--- config.mk ---
export PLATFORM = sky130hd
export DESIGN_NAME = multi_port_circ_q
export DESIGN_NICKNAME = d
export VERILOG_FILES = /design/src/rtl/multi_port_circ_q.sv
export SDC_FILE = /design/constraint.sdc
export NUM_CORES = 1
export LEC_CHECK = 0
export CAP_MARGIN = 10
export CELL_PAD_IN_SITES_DETAIL_PLACEMENT = 1
export CELL_PAD_IN_SITES_GLOBAL_PLACEMENT = 1
export CORE_ASPECT_RATIO = 1.75
export CORE_MARGIN = 2
export CORE_UTILIZATION = 54
export DETAILED_ROUTE_END_ITERATION = 8
export PLACE_DENSITY_LB_ADDON = 0.1
export SYNTH_ARGS = -nofsm -noshare
export SYNTH_HDL_FRONTEND = slang
export SYNTH_SLANG_ARGS = --single-unit
--- constraint.sdc ---
create_clock -name clk -period 9.67 [get_ports clk]
set_input_delay 1.934 -clock clk [delete_from_list [all_inputs] [get_ports clk]]
set_output_delay 1.934 -clock clk [all_outputs]
set_load 0.05 [all_outputs]
--- src/rtl/multi_port_circ_q.sv ---
// Multi-lane circular queue: up to ENQ_W pushes and DEQ_W pops per cycle, with occupancy, almost-full and flush.
// Optional sticky overflow/underflow flags are compiled in with `define MULTI_PORT_CIRC_Q_ERR_EN.
module multi_port_circ_q #(
    parameter int WIDTH    = 32,
    parameter int DEPTH    = 8,
    parameter int ENQ_W    = 2,
    parameter int DEQ_W    = 2,
    parameter int AFULL_TH = 2
) (
    input  logic                         clk,
    input  logic                         rst,
    input  logic                         flush,
    input  logic [$clog2(ENQ_W+1)-1:0]   enq_cnt,
    input  logic [ENQ_W*WIDTH-1:0]       enq_data,
    output logic                         enq_ok,
    input  logic [$clog2(DEQ_W+1)-1:0]   deq_cnt,
    output logic [DEQ_W*WIDTH-1:0]       out_data,
    output logic [DEQ_W-1:0]             out_valid,
    output logic [$clog2(DEPTH+1)-1:0]   count,
    output logic [$clog2(DEPTH+1)-1:0]   free_slots,
    output logic                         empty,
    output logic                         full,
    output logic                         almost_full
`ifdef MULTI_PORT_CIRC_Q_ERR_EN
    ,
    output logic                         err_ovf,
    output logic                         err_udf
`endif
);

    localparam int PW = $clog2(DEPTH);
    localparam int CW = $clog2(DEPTH + 1);
    localparam int EW = $clog2(ENQ_W + 1);
    localparam logic [31:0] AFULL_TH_U = AFULL_TH;

    logic [WIDTH-1:0] mem_q [DEPTH];
    logic [PW-1:0]    head_q, head_d;
    logic [PW-1:0]    tail_q, tail_d;
    logic [CW-1:0]    count_q, count_d;
    logic [CW-1:0]    deq_eff;
    logic [CW-1:0]    enq_acc;
    logic [ENQ_W-1:0] lane_we;

    // Handshake: the producer offers enq_cnt entries; they are taken on the clock edge
    // only when enq_ok is high, otherwise the producer holds them. Pops never stall.
    always_comb begin
        free_slots  = CW'(DEPTH) - count_q;
        enq_ok      = !flush && (CW'(enq_cnt) <= free_slots);
        count       = count_q;
        empty       = (count_q == '0);
        full        = (count_q == CW'(DEPTH));
        almost_full = (32'(free_slots) <= AFULL_TH_U);
    end

    always_comb begin
        deq_eff = (CW'(deq_cnt) > count_q) ? count_q : CW'(deq_cnt);
        enq_acc = enq_ok ? CW'(enq_cnt) : '0;
        lane_we = '0;
        for (int i = 0; i < ENQ_W; i++) begin
            lane_we[i] = enq_ok && (EW'(i) < enq_cnt);
        end
        if (flush) begin
            head_d  = '0;
            tail_d  = '0;
            count_d = '0;
        end else begin
            head_d  = head_q + PW'(deq_eff);
            tail_d  = tail_q + PW'(enq_acc);
            count_d = count_q + enq_acc - deq_eff;
        end
    end

    always_ff @(posedge clk or posedge rst) begin
        if (rst) begin
            head_q  <= '0;
            tail_q  <= '0;
            count_q <= '0;
        end else begin
            head_q  <= head_d;
            tail_q  <= tail_d;
            count_q <= count_d;
        end
    end

    // Storage is deliberately left unreset; out_valid gating hides stale contents.
    always_ff @(posedge clk) begin
        for (int i = 0; i < ENQ_W; i++) begin
            if (lane_we[i]) begin
                mem_q[tail_q + PW'(i)] <= enq_data[i*WIDTH +: WIDTH];
            end
        end
    end

    always_comb begin
        out_data  = '0;
        out_valid = '0;
        for (int i = 0; i < DEQ_W; i++) begin
            out_valid[i] = (CW'(i) < count_q);
            if (out_valid[i]) begin
                out_data[i*WIDTH +: WIDTH] = mem_q[head_q + PW'(i)];
            end
        end
    end

`ifdef MULTI_PORT_CIRC_Q_ERR_EN
    logic err_ovf_q, err_ovf_d;
    logic err_udf_q, err_udf_d;

    always_comb begin
        if (flush) begin
            err_ovf_d = 1'b0;
            err_udf_d = 1'b0;
        end else begin
            err_ovf_d = err_ovf_q || ((enq_cnt != '0) && !enq_ok);
            err_udf_d = err_udf_q || (CW'(deq_cnt) > count_q);
        end
    end

    always_ff @(posedge clk or posedge rst) begin
        if (rst) begin
            err_ovf_q <= 1'b0;
            err_udf_q <= 1'b0;
        end else begin
            err_ovf_q <= err_ovf_d;
            err_udf_q <= err_udf_d;
        end
    end

    assign err_ovf = err_ovf_q;
    assign err_udf = err_udf_q;
`endif

endmodule

==> flow_summary.json <==
{
  "clockBufferDepth": 3,
  "regArea_mm2": 0.00795,
  "relSlewSlack_pct": 25.2,
  "postPlaceCellArea_mm2": 0.0187,
  "wire_per_inst_um": 29.6,
  "setup_violations": 0,
  "area_growth_pct": 15.4,
  "fin_total_pwr_uw": 6540,
  "cts-root-buf": "clkbuf_16",
  "drtIter0Drc": 616,
  "grt_overflow_total": 0,
  "drv_slew": 0,
  "cts_buffers": 25,
  "min_period_over_period_pct": 70.1,
  "cts_setup_buffers": 0,
  "cts_hold_buf": 0,
  "cap_violations": 0,
  "placementRows": 85,
  "final_area_mm2": 0.0195,
  "fill_cells": 2731,
  "p_sw_share_pct": 45.8,
  "portBuffers": 148,
  "timing.fmax_ghz": 0.148,
  "grt_max_degree": 67,
  "yosys_warnings": 0,
  "wirelength_mm": 45.8,
  "min_path_type": "reg -> reg",
  "outcome": "finished clean",
  "yosysSeqAreaShare_pct": 47.0,
  "start_util_pct": 54.9,
  "synth_edf_count": 256,
  "combPwrFrac_pct": 60.0,
  "place_congestion": 0.777,
  "finalNetCount": 1225,
  "postSynthCellCount": 1010,
  "die_h_um": 238,
  "totalNegativeSetupSlack_ns": 0,
  "drt_pass1_iterations": 4,
  "syn-num-nets": 1101,
  "ys_ff_latch": 266,
  "async_flop_share_pct": 3.76,
  "fin_util_pct": 63.4,
  "track_usage_pct": 28.5,
  "synthFlopType": "edfxtp_1",
  "finalHoldViolCount": 0,
  "coreArea_mm2": 0.0307,
  "rsz0062_at_grt": "no",
  "worstPathMaxFanout": 13,
  "start_kind": "input pin",
  "vias": 9909,
  "grt_pass1_vias": 10800,
  "drc_errors": 0,
  "cts_resized": 0,
  "ioPinCount": 149,
  "clock_latency_ns": 0.53,
  "dieWidth_um": 138,
  "hpwl_mm": 25.9,
  "clk_pin_slew_ns": 0.07,
  "powerDensity_mw_per_mm2": 336,
  "worstSetupPathType": "in -> out",
  "htree_levels": 1,
  "worstPathRequired_ns": 7.74,
  "viasPerCell": 6.41,
  "ff2ff_setup_slack_ns": 5.34,
  "cts_tree": "done",
  "power.switching_uw": 2990,
  "syn_area_mm2": 0.0169,
  "power.leakage_uw": 0.00737,
  "drive_above_1_share_pct": 41.0,
  "p_seq_share_pct": 25.1,
  "fp.dieArea_mm2": 0.0327,
  "worstMarginPinSlew_ns": 1.12,
  "multi_input_area_mm2": 0.00851,
  "pwr-share-clk_pct": 14.9,
  "crit_arrival_ns": 4.84,
  "holdWs_ns": 0.817,
  "antenna_found_initial": 4,
  "postRouteAntennaNets": 0,
  "syn_avg_cell_area_um2": 16.7,
  "cts_num_sinks": 266,
  "grt_first_pass_wirelength_mm": 67.3,
  "skew_ns": 0.00855,
  "endpoint_kind": "output port",
  "fin_crit_ns": 6.78,
  "p_int_uw": 3540,
  "max-vdd-ir-drop_mv": 0.262,
  "synth.distinct_cells": 39
}
final cells by class:
| cell class | instances | area share [%] |
|---|---|---|
| Sequential cell | 266 | 40.8 |
| Clock buffer | 34 | 3.44 |
| Inverter | 20 | 0.385 |
| Tap cell | 391 | 2.51 |
| Multi-Input combinational cell | 649 | 43.7 |
| Timing Repair Buffer | 172 | 8.53 |
| Antenna cell | 2 | 0.0257 |
| Clock inverter | 12 | 0.604 |
critical path, stage by stage:
cell	delay (ns)
clkdlybuf4s50_1	0.54
ha_1	0.35
nor2b_1	0.22
o21ai_4	0.20
o21bai_2	0.79
inv_1	0.09
clkdlybuf4s50_1	0.73
final timing paths:
check / from / end / cells past startpoint
worst min-delay path: tail_q[1]$_DFF_PP0_ / tail_q[1]$_DFF_PP0_ / 3
worst min register to register: tail_q[1]$_DFF_PP0_ / tail_q[1]$_DFF_PP0_ / 3
max in group asynchronous: rst / head_q[1]$_DFF_PP0_ / 2
worst max register to register: count[1]$_DFF_PP0_ / count[3]$_DFF_PP0_ / 14
worst max-delay path: enq_cnt[1] / enq_ok / 7
min in group asynchronous: rst / tail_q[1]$_DFF_PP0_ / 2
power by group through the flow:
stage | Clock, uW | Sequential (uW) | Combinational [uW]
6_report | 974 | 1640 | 3930
5_1_grt | 1020 | 1660 | 4120
4_1_cts | 984 | 1640 | 3960
3_5_place_dp | 0 | 1660 | 3940
3_3_place_gp | 0 | 1640 | 3890
2_1_floorplan | 0 | 1540 | 2850
flip-flops by register name, summed over array words and instances (netlist names):
register,cells
count,4
head_q,3
mem_q,256
tail_q,3
placed cells by master, fill, tap and decap left out, types with 2 or more instances in the layout:
| cell type | instances |
|---|---|
| diode_2 | 2 |
| clkdlybuf4s50_1 | 148 |
| dfrtp_1 | 7 |
| o211ai_1 | 2 |
| fa_1 | 4 |
| o21ai_0 | 3 |
| nor3_1 | 6 |
| mux4_2 | 128 |
| o41ai_2 | 2 |
| o31ai_4 | 4 |
| inv_1 | 19 |
| xor2_1 | 3 |
| mux2_4 | 232 |
| mux2i_1 | 32 |
| a21oi_1 | 35 |
| buf_4 | 24 |
| nor2b_1 | 6 |
| mux2_2 | 24 |
| clkbuf_1 | 8 |
| bufinv_16 | 2 |
| ha_1 | 15 |
| xnor2_1 | 6 |
| clkinv_2 | 6 |
| edfxtp_1 | 256 |
| clkbuf_16 | 25 |
| dfrtp_4 | 2 |
| nand2_1 | 72 |
| nor2_1 | 47 |
| o21ai_4 | 11 |
| clkinvlp_4 | 2 |
per-layer routing:
layer	part of all wire [%]	wire (um)	track usage, %
met4	2.7	1250	8.34
met2	55	25400	53.2
met3	4.9	2250	3.36
met1	37	16900	33.8
met5	0.041	19	0
kinds of logic (layout without fill, tap and decap cells):
family | count (synthesis) | count (layout) | share of synthesized area [%]
fa+ha+maj | 20 | 20 | 1.66
flops | 266 | 266 | 47.0
simple gates | 141 | 141 | 3.49
xor+xnor | 11 | 11 | 0.571
other cells | 0 | 2 | 0
buf+inv | 95 | 238 | 3.40
mux | 416 | 416 | 41.2
compound gates | 61 | 61 | 2.64
cell usage after synthesis (2+ instances only):
cell type / n / area share, %
ha_1: 16 / 1.2
mux4_2: 128 / 17
o21ai_4: 9 / 0.87
xnor2_1: 7 / 0.36
fa_1: 4 / 0.47
xor2_1: 4 / 0.21
a21oi_1: 35 / 1.0
o41ai_1: 2 / 0.10
clkbuf_1: 25 / 0.56
mux2i_1: 32 / 1.9
buf_2: 20 / 0.59
nor2_1: 47 / 1.0
mux2_2: 24 / 1.6
o21ai_0: 5 / 0.15
mux2_4: 232 / 21
inv_1: 20 / 0.44
nand2_1: 72 / 1.6
buf_1: 4 / 0.089
nor3_1: 6 / 0.18
o31ai_1: 4 / 0.18
nor2b_1: 7 / 0.26
dfrtp_1: 10 / 1.5
edfxtp_1: 256 / 46
o211ai_1: 2 / 0.089
buf_6: 25 / 1.7
stage by stage:
stage | std cells | setup WS (ns)
4_1_cts | 1544 | 2.83
3_5_place_dp | 1498 | 2.86
5_1_grt | 1546 | 2.62
2_1_floorplan | 1010 | 2.83
6_report | 1546 | 2.89
3_3_place_gp | 1498 | 2.93
Note: power is estimated with default switching activity, not from simulation.
